--- config.mk ---
export PLATFORM = sky130hd
export DESIGN_NAME = oc8051_pt_loader
export DESIGN_NICKNAME = d
export VERILOG_FILES = /design/src/rtl/oc8051_pt_pkg.sv /design/src/rtl/oc8051_pt_bus_mux.sv /design/src/rtl/oc8051_pt_loader.sv
export SDC_FILE = /design/constraint.sdc
export NUM_CORES = 1
export LEC_CHECK = 0
export ABC_CLOCK_PERIOD_IN_PS = 2900
export CORE_ASPECT_RATIO = 1.5
export CORE_UTILIZATION = 44
export DETAILED_ROUTE_END_ITERATION = 16
export GPL_ROUTABILITY_DRIVEN = 0
export GPL_TIMING_DRIVEN = 0
export PLACE_DENSITY = 0.81
export SKIP_LAST_GASP = 1
export SLEW_MARGIN = 5
export SYNTH_ARGS = -nofsm -noshare
export SYNTH_HDL_FRONTEND = slang
export SYNTH_SLANG_ARGS = --single-unit
--- constraint.sdc ---
create_clock -name clk -period 2.9 [get_ports clk]
set_input_delay 0.29 -clock clk [delete_from_list [all_inputs] [get_ports clk]]
set_output_delay 0.29 -clock clk [all_outputs]
set_load 0.005 [all_outputs]
--- src/rtl/oc8051_pt_pkg.sv ---
`default_nettype none
// ============================================================================
// Module   : oc8051_pt_pkg
// Purpose  : Shared constants for the page-table block and its bulk loader:
//            register map bases, image length and loader state encoding.
// Revision : 1.0  initial release
// ============================================================================
package oc8051_pt_pkg;

  // Page-table register map: 32 write-permission bytes then 32 read bytes
  localparam logic [15:0] PT_WR_BASE   = 16'hff80;
  localparam logic [15:0] PT_RD_BASE   = 16'hffa0;
  localparam int          PT_NUM_BYTES = 64;

  // Loader sequencer states
  localparam logic [2:0] ST_IDLE = 3'd0;
  localparam logic [2:0] ST_RD   = 3'd1;
  localparam logic [2:0] ST_WR   = 3'd2;
  localparam logic [2:0] ST_DONE = 3'd3;
  localparam logic [2:0] ST_ERR  = 3'd4;

  // Address of image byte idx relative to a 16-bit base (wraps mod 2^16)
  function automatic logic [15:0] pt_offset_addr(input logic [15:0] base,
                                                 input logic [5:0]  idx);
    return base + {10'd0, idx};
  endfunction

endpackage
`default_nettype wire

--- src/rtl/oc8051_pt_bus_mux.sv ---
`default_nettype none
// ============================================================================
// Module   : oc8051_pt_bus_mux
// Purpose  : 2:1 page-table bus arbiter. While the loader owns the bus the CPU
//            is locked out (no ack); otherwise CPU accesses pass straight
//            through to the page table.
// Revision : 1.0  initial release
// ============================================================================
module oc8051_pt_bus_mux (
  input  logic        loader_own_i,
  input  logic        ld_stb_i,
  input  logic [15:0] ld_addr_i,
  input  logic [7:0]  ld_data_i,
  input  logic        ld_priv_i,
  input  logic        cpu_stb_i,
  input  logic [15:0] cpu_addr_i,
  input  logic [7:0]  cpu_data_i,
  input  logic        cpu_priv_i,
  output logic        cpu_ack_o,
  output logic        pt_stb_o,
  output logic [15:0] pt_addr_o,
  output logic [7:0]  pt_data_o,
  output logic        pt_priv_o,
  input  logic        pt_ack_i
);

  // Select bus owner; a CPU request during a load is dropped, not queued
  always_comb begin
    if (loader_own_i) begin
      pt_stb_o  = ld_stb_i;
      pt_addr_o = ld_addr_i;
      pt_data_o = ld_data_i;
      pt_priv_o = ld_priv_i;
      cpu_ack_o = 1'b0;
    end else begin
      pt_stb_o  = cpu_stb_i;
      pt_addr_o = cpu_addr_i;
      pt_data_o = cpu_data_i;
      pt_priv_o = cpu_priv_i;
      cpu_ack_o = pt_ack_i;
    end
  end

endmodule
`default_nettype wire

--- src/rtl/oc8051_pt_loader.sv ---
`default_nettype none
// ============================================================================
// Module   : oc8051_pt_loader
// Purpose  : Copies a permission image from XRAM into the page-table registers
//            one byte at a time (read XRAM, write page table), holding the
//            page-table bus for the whole load so no CPU write interleaves.
//            Any single ack that takes TIMEOUT cycles aborts the load.
// Revision : 1.0  initial release
// ============================================================================
module oc8051_pt_loader
  import oc8051_pt_pkg::*;
#(
  parameter int          NUM_BYTES = PT_NUM_BYTES,
  parameter logic [15:0] PT_BASE   = PT_WR_BASE,
  parameter int          TIMEOUT   = 255
) (
  input  logic        clk,
  input  logic        rst,
  input  logic        start,
  input  logic [15:0] src_base,
  output logic        busy,
  output logic        done,
  output logic        err,
  output logic        mem_stb,
  output logic [15:0] mem_addr,
  input  logic [7:0]  mem_data,
  input  logic        mem_ack,
  input  logic        cpu_stb,
  input  logic [15:0] cpu_addr,
  input  logic [7:0]  cpu_data,
  input  logic        cpu_priv,
  output logic        cpu_ack,
  output logic        pt_stb,
  output logic [15:0] pt_addr,
  output logic [7:0]  pt_data,
  output logic        pt_priv,
  input  logic        pt_ack
);

  localparam logic [5:0] LAST_IDX  = 6'(NUM_BYTES - 1);
  // Watchdog value on the last permitted waiting cycle of a state visit
  localparam logic [7:0] WDOG_LAST = 8'(TIMEOUT - 1);

  logic [2:0]  state_q, state_d;
  logic [5:0]  idx_q,   idx_d;
  logic [7:0]  wdog_q,  wdog_d;
  logic [7:0]  byte_q,  byte_d;
  logic [15:0] src_q,   src_d;

  logic        ld_stb;
  logic [15:0] ld_addr;
  logic [7:0]  ld_data;

  // Decode outputs from the current state; idle values are all zero
  always_comb begin
    busy     = (state_q != ST_IDLE);
    done     = (state_q == ST_DONE);
    err      = (state_q == ST_ERR);
    mem_stb  = (state_q == ST_RD);
    mem_addr = mem_stb ? pt_offset_addr(src_q, idx_q) : 16'h0000;
    ld_stb   = (state_q == ST_WR);
    ld_addr  = ld_stb ? pt_offset_addr(PT_BASE, idx_q) : 16'h0000;
    ld_data  = ld_stb ? byte_q : 8'h00;
  end

  // Sequencer next state: one XRAM read then one page-table write per byte
  always_comb begin
    state_d = state_q;
    idx_d   = idx_q;
    wdog_d  = wdog_q;
    byte_d  = byte_q;
    src_d   = src_q;
    case (state_q)
      ST_IDLE: begin
        if (start) begin
          src_d   = src_base;
          idx_d   = 6'd0;
          wdog_d  = 8'd0;
          state_d = ST_RD;
        end
      end
      ST_RD: begin
        if (mem_ack) begin
          byte_d  = mem_data;
          wdog_d  = 8'd0;
          state_d = ST_WR;
        end else if (wdog_q == WDOG_LAST) begin
          wdog_d  = 8'd0;
          state_d = ST_ERR;
        end else begin
          wdog_d  = wdog_q + 8'd1;
        end
      end
      ST_WR: begin
        if (pt_ack) begin
          wdog_d = 8'd0;
          if (idx_q == LAST_IDX) begin
            state_d = ST_DONE;
          end else begin
            idx_d   = idx_q + 6'd1;
            state_d = ST_RD;
          end
        end else if (wdog_q == WDOG_LAST) begin
          wdog_d  = 8'd0;
          state_d = ST_ERR;
        end else begin
          wdog_d  = wdog_q + 8'd1;
        end
      end
      ST_DONE, ST_ERR: begin
        wdog_d  = 8'd0;
        state_d = ST_IDLE;
      end
      default: begin
        wdog_d  = 8'd0;
        state_d = ST_IDLE;
      end
    endcase
  end

  // Sequencer registers with synchronous reset
  always_ff @(posedge clk) begin
    if (rst) begin
      state_q <= ST_IDLE;
      idx_q   <= 6'd0;
      wdog_q  <= 8'd0;
      byte_q  <= 8'd0;
      src_q   <= 16'h0000;
    end else begin
      state_q <= state_d;
      idx_q   <= idx_d;
      wdog_q  <= wdog_d;
      byte_q  <= byte_d;
      src_q   <= src_d;
    end
  end

  oc8051_pt_bus_mux u_bus_mux (
    .loader_own_i (busy),
    .ld_stb_i     (ld_stb),
    .ld_addr_i    (ld_addr),
    .ld_data_i    (ld_data),
    .ld_priv_i    (ld_stb),
    .cpu_stb_i    (cpu_stb),
    .cpu_addr_i   (cpu_addr),
    .cpu_data_i   (cpu_data),
    .cpu_priv_i   (cpu_priv),
    .cpu_ack_o    (cpu_ack),
    .pt_stb_o     (pt_stb),
    .pt_addr_o    (pt_addr),
    .pt_data_o    (pt_data),
    .pt_priv_o    (pt_priv),
    .pt_ack_i     (pt_ack)
  );

endmodule
`default_nettype wire

==> results.json <==
{
  "met2_usage_pct": 45.9,
  "irDropWorstVdd_mv": 0.259,
  "path_clk_slew_ns": 0.08,
  "cpPeakStageDelay_ns": 0.51,
  "yosysMostFrequentCell": "nand2_1",
  "fp.dieW_um": 63.9,
  "place_inst": 494,
  "hold_path.class": "input port to register",
  "io_pins": 102,
  "via_count": 2659,
  "worst_pin_slew_ns": 0.822,
  "fin_crit_sh_pct": 96.4,
  "use_met3_pct": 3.74,
  "rsz0062_at_grt": "yes",
  "setup_ws_ns": 0.105,
  "synth.distinct_cells": 49,
  "antenna_found_initial": 0,
  "n_antenna_cell": 0,
  "status": "finished clean",
  "multi_input_area_um2": 1620,
  "synth_seq_area_share_pct": 32.4,
  "leakagePower_nw": 1.45,
  "synth_seq_cells": 41,
  "hpwl_um": 5430,
  "drc": 0,
  "arrival_ns": 2.50,
  "slew_violations": 0,
  "grtUsageTotal_pct": 24.5,
  "cp_slowest_cell": "clkdlybuf4s50_1",
  "placed_area_um2": 3610,
  "yosysTopAreaCellShare_pct": 32.4,
  "synth_edf_count": 0,
  "required_ns": 2.61,
  "port_buffers": 99,
  "path_buf_inv": 3,
  "drt_iter0_markers": 76,
  "drive_gt1_share_pct": 9.43,
  "hold_path.startpoint": "pt_ack",
  "synth_area_leaders": "dfxtp_1 32%, nand2_1 9.2%, a21oi_1 6.7%",
  "fin_area_um2": 3780,
  "r2r_start": "idx_q[0]$_SDFFE_PP0P_",
  "final_nets": 499,
  "holdBufCountCts": 0,
  "ant_nets": 0,
  "fmax_mhz": 358,
  "seqCellArea_um2": 827,
  "cts_max_level": 2,
  "fin_crit_ns": 2.79,
  "synth_area_um2": 2530,
  "cp-start-kind": "register",
  "busiest_layer": "met2",
  "initial_core_util_pct": 46.1,
  "power_density_nw_per_um2": 368,
  "netlist_instances": 325,
  "setup_violations": 0,
  "overflow": 0,
  "worstPathMaxFanout": 3,
  "clk_root_buffer_cell": "clkbuf_8",
  "maxCapViolations": 0,
  "dieArea_um2": 6060,
  "synthArstFlopShare_pct": 0,
  "cpLargestDelayFamily": "buffers and inverters",
  "clk_path_buf_depth": 2,
  "cts_tree": "yes",
  "end_kind": "output port",
  "critical_path.cell_chain": "ha_2 > inv_1 > fa_2 > nor2b_2 > buf_4 > o31ai_4 > a211oi_2 > xnor2_1 > nor2_1 > clkdlybuf4s50_1",
  "synth_top_cells_by_count": "62 x nand2_1, 41 x dfxtp_1, 34 x a21oi_1",
  "grt_max_degree": 13,
  "n_fill_cell": 481,
  "grt_pass1_wl_um": 11700,
  "wl_per_cell_um": 14.0,
  "final.setup_skew_ns": 0.00767,
  "syn_nets": 390,
  "dr.pass1.iters": 4,
  "grt_pass1_vias": 2549,
  "pre_cts_ws_ns": -0.0414,
  "hold_viol_final": 0,
  "syn_to_final_growth_pct": 49.3,
  "core_um2": 5490,
  "yosys.area.top_type": "dfxtp_1",
  "worstSetupPathType": "register to output port",
  "reg2reg_slack_ns": 0.96,
  "clk_latency_ns": 0.30,
  "synth-main-ff-cell": "dfxtp_1",
  "cts_sinks": 41,
  "max-slew-margin-rel_pct": 44.8,
  "post-route-util_pct": 68.8,
  "holdPathStages": 3,
  "syn_area_per_cell_um2": 7.78,
  "r2r_end": "idx_q[1]$_SDFFE_PP0P_",
  "numCtsBuffers": 5,
  "rows": 33,
  "final_cells": 505,
  "min_to": "state_q[0]$_SDFFE_PP0N_",
  "grt_use_met1_pct": 26.9,
  "dieHeight_um": 94.9,
  "vias_per_cell": 5.27,
  "r2r_cells": 7,
  "synth_warnings": 0,
  "routed_wl_um": 7070
}
[repair_timing]
item,CTS,global route
hold endpoints to repair,0,0
pin swaps,1,1
buffers inserted,3,0
gates resized for setup,11,9
endpoints found under the setup margin,5,20
[worst register-to-register path, cell delays in order, from the launching register on]
cell and delay, ns:
dfxtp_4 0.36, buf_4 0.13, ha_1 0.19, nand2_1 0.08, nor3_1 0.64, o22ai_1 0.18, a22oi_1 0.18, nor2_1 0.05
[cell families (layout without fill, tap and decap cells)]
group           Yosys count  after routing  synth area share, %
simple gates            140            140                 26.8
flops                    41             41                 32.4
xor+xnor                 20             20                 6.92
mux                       3              3                 1.34
compound gates           83             83                 21.7
fa+ha+maj                10             10                 5.24
buf+inv                  28            138                 5.59
[registers in the layout (all words and copies together), names as in the netlist]
signal,flops
src_q,16
byte_q,8
wdog_q,8
idx_q,6
state_q,3
[routing by layer]
metal / wire length, µm / vias to the layer above
met5: 0 / -
met4: 178 / 0
met3: 381 / 14
met2: 3640 / 96
met1: 2860 / 1198
li1: - / 1351
[worst max path at each step]
stage	from	endpoint	slack (ns)	cells past startpoint
2_1_floorplan	idx_q[0]$_SDFFE_PP0P_	mem_addr[14]	0.64	8
3_3_place_gp	idx_q[0]$_SDFFE_PP0P_	mem_addr[14]	-0.01	9
3_5_place_dp	idx_q[0]$_SDFFE_PP0P_	mem_addr[14]	-0.04	9
4_1_cts	idx_q[0]$_SDFFE_PP0P_	mem_addr[8]	0.01	10
5_1_grt	idx_q[0]$_SDFFE_PP0P_	mem_addr[8]	-0.02	10
6_report	idx_q[0]$_SDFFE_PP0P_	mem_addr[8]	0.11	10
[layout by cell type (no fill, tap or decap), types with 2 or more instances in the layout]
cell type / Yosys / routed
a211oi_1: 5 / 3
a211oi_2: 0 / 2
a21o_1: 13 / 13
a21oi_1: 34 / 33
a22o_1: 14 / 14
and2_1: 4 / 4
and4_1: 2 / 2
buf_2: 4 / 4
buf_4: 0 / 3
buf_6: 4 / 4
clkbuf_1: 13 / 12
clkbuf_2: 1 / 2
clkbuf_8: 0 / 5
clkdlybuf4s50_1: 0 / 96
clkinv_2: 0 / 2
dfxtp_1: 41 / 38
dfxtp_2: 0 / 2
dlymetal6s2s_1: 0 / 2
ha_1: 9 / 7
inv_1: 5 / 5
mux2i_1: 2 / 2
nand2_1: 62 / 62
nand2b_1: 2 / 2
nand3_1: 7 / 7
nand4_1: 5 / 5
nor2_1: 33 / 33
nor3_1: 6 / 5
nor3b_1: 3 / 3
o21a_1: 3 / 3
o21ai_0: 3 / 3
o31ai_1: 3 / 2
or2_2: 3 / 3
or4_1: 2 / 2
xnor2_1: 15 / 15
xor2_1: 5 / 5
[where the power goes]
part / switching (mW) / internal [mW]
combinational: 0.169 / 0.243
sequential: 0.0234 / 0.590
clock: 0.198 / 0.167
total: 0.391 / 1.00
[layout make-up]
| class | instances | area share [%] |
|---|---|---|
| inverter | 6 | 0.596 |
| sequential | 41 | 21.9 |
| buffer | 22 | 3.18 |
| tap | 70 | 2.32 |
| timing repair buffer | 102 | 26.9 |
| multi-input combinational | 256 | 42.9 |
| clock inverter | 2 | 0.265 |
| clock buffer | 6 | 1.92 |
[through the flow]
step	TNS (ns)	hold slack, ns	power [mW]
2_1_floorplan	0	0.426	0.814
3_3_place_gp	-0.0143	0.443	1.02
3_5_place_dp	-0.0414	0.449	1.03
4_1_cts	0	0.417	1.39
5_1_grt	-0.0164	0.430	1.46
6_report	0	0.414	1.39
(Power assumes the default switching activity.)
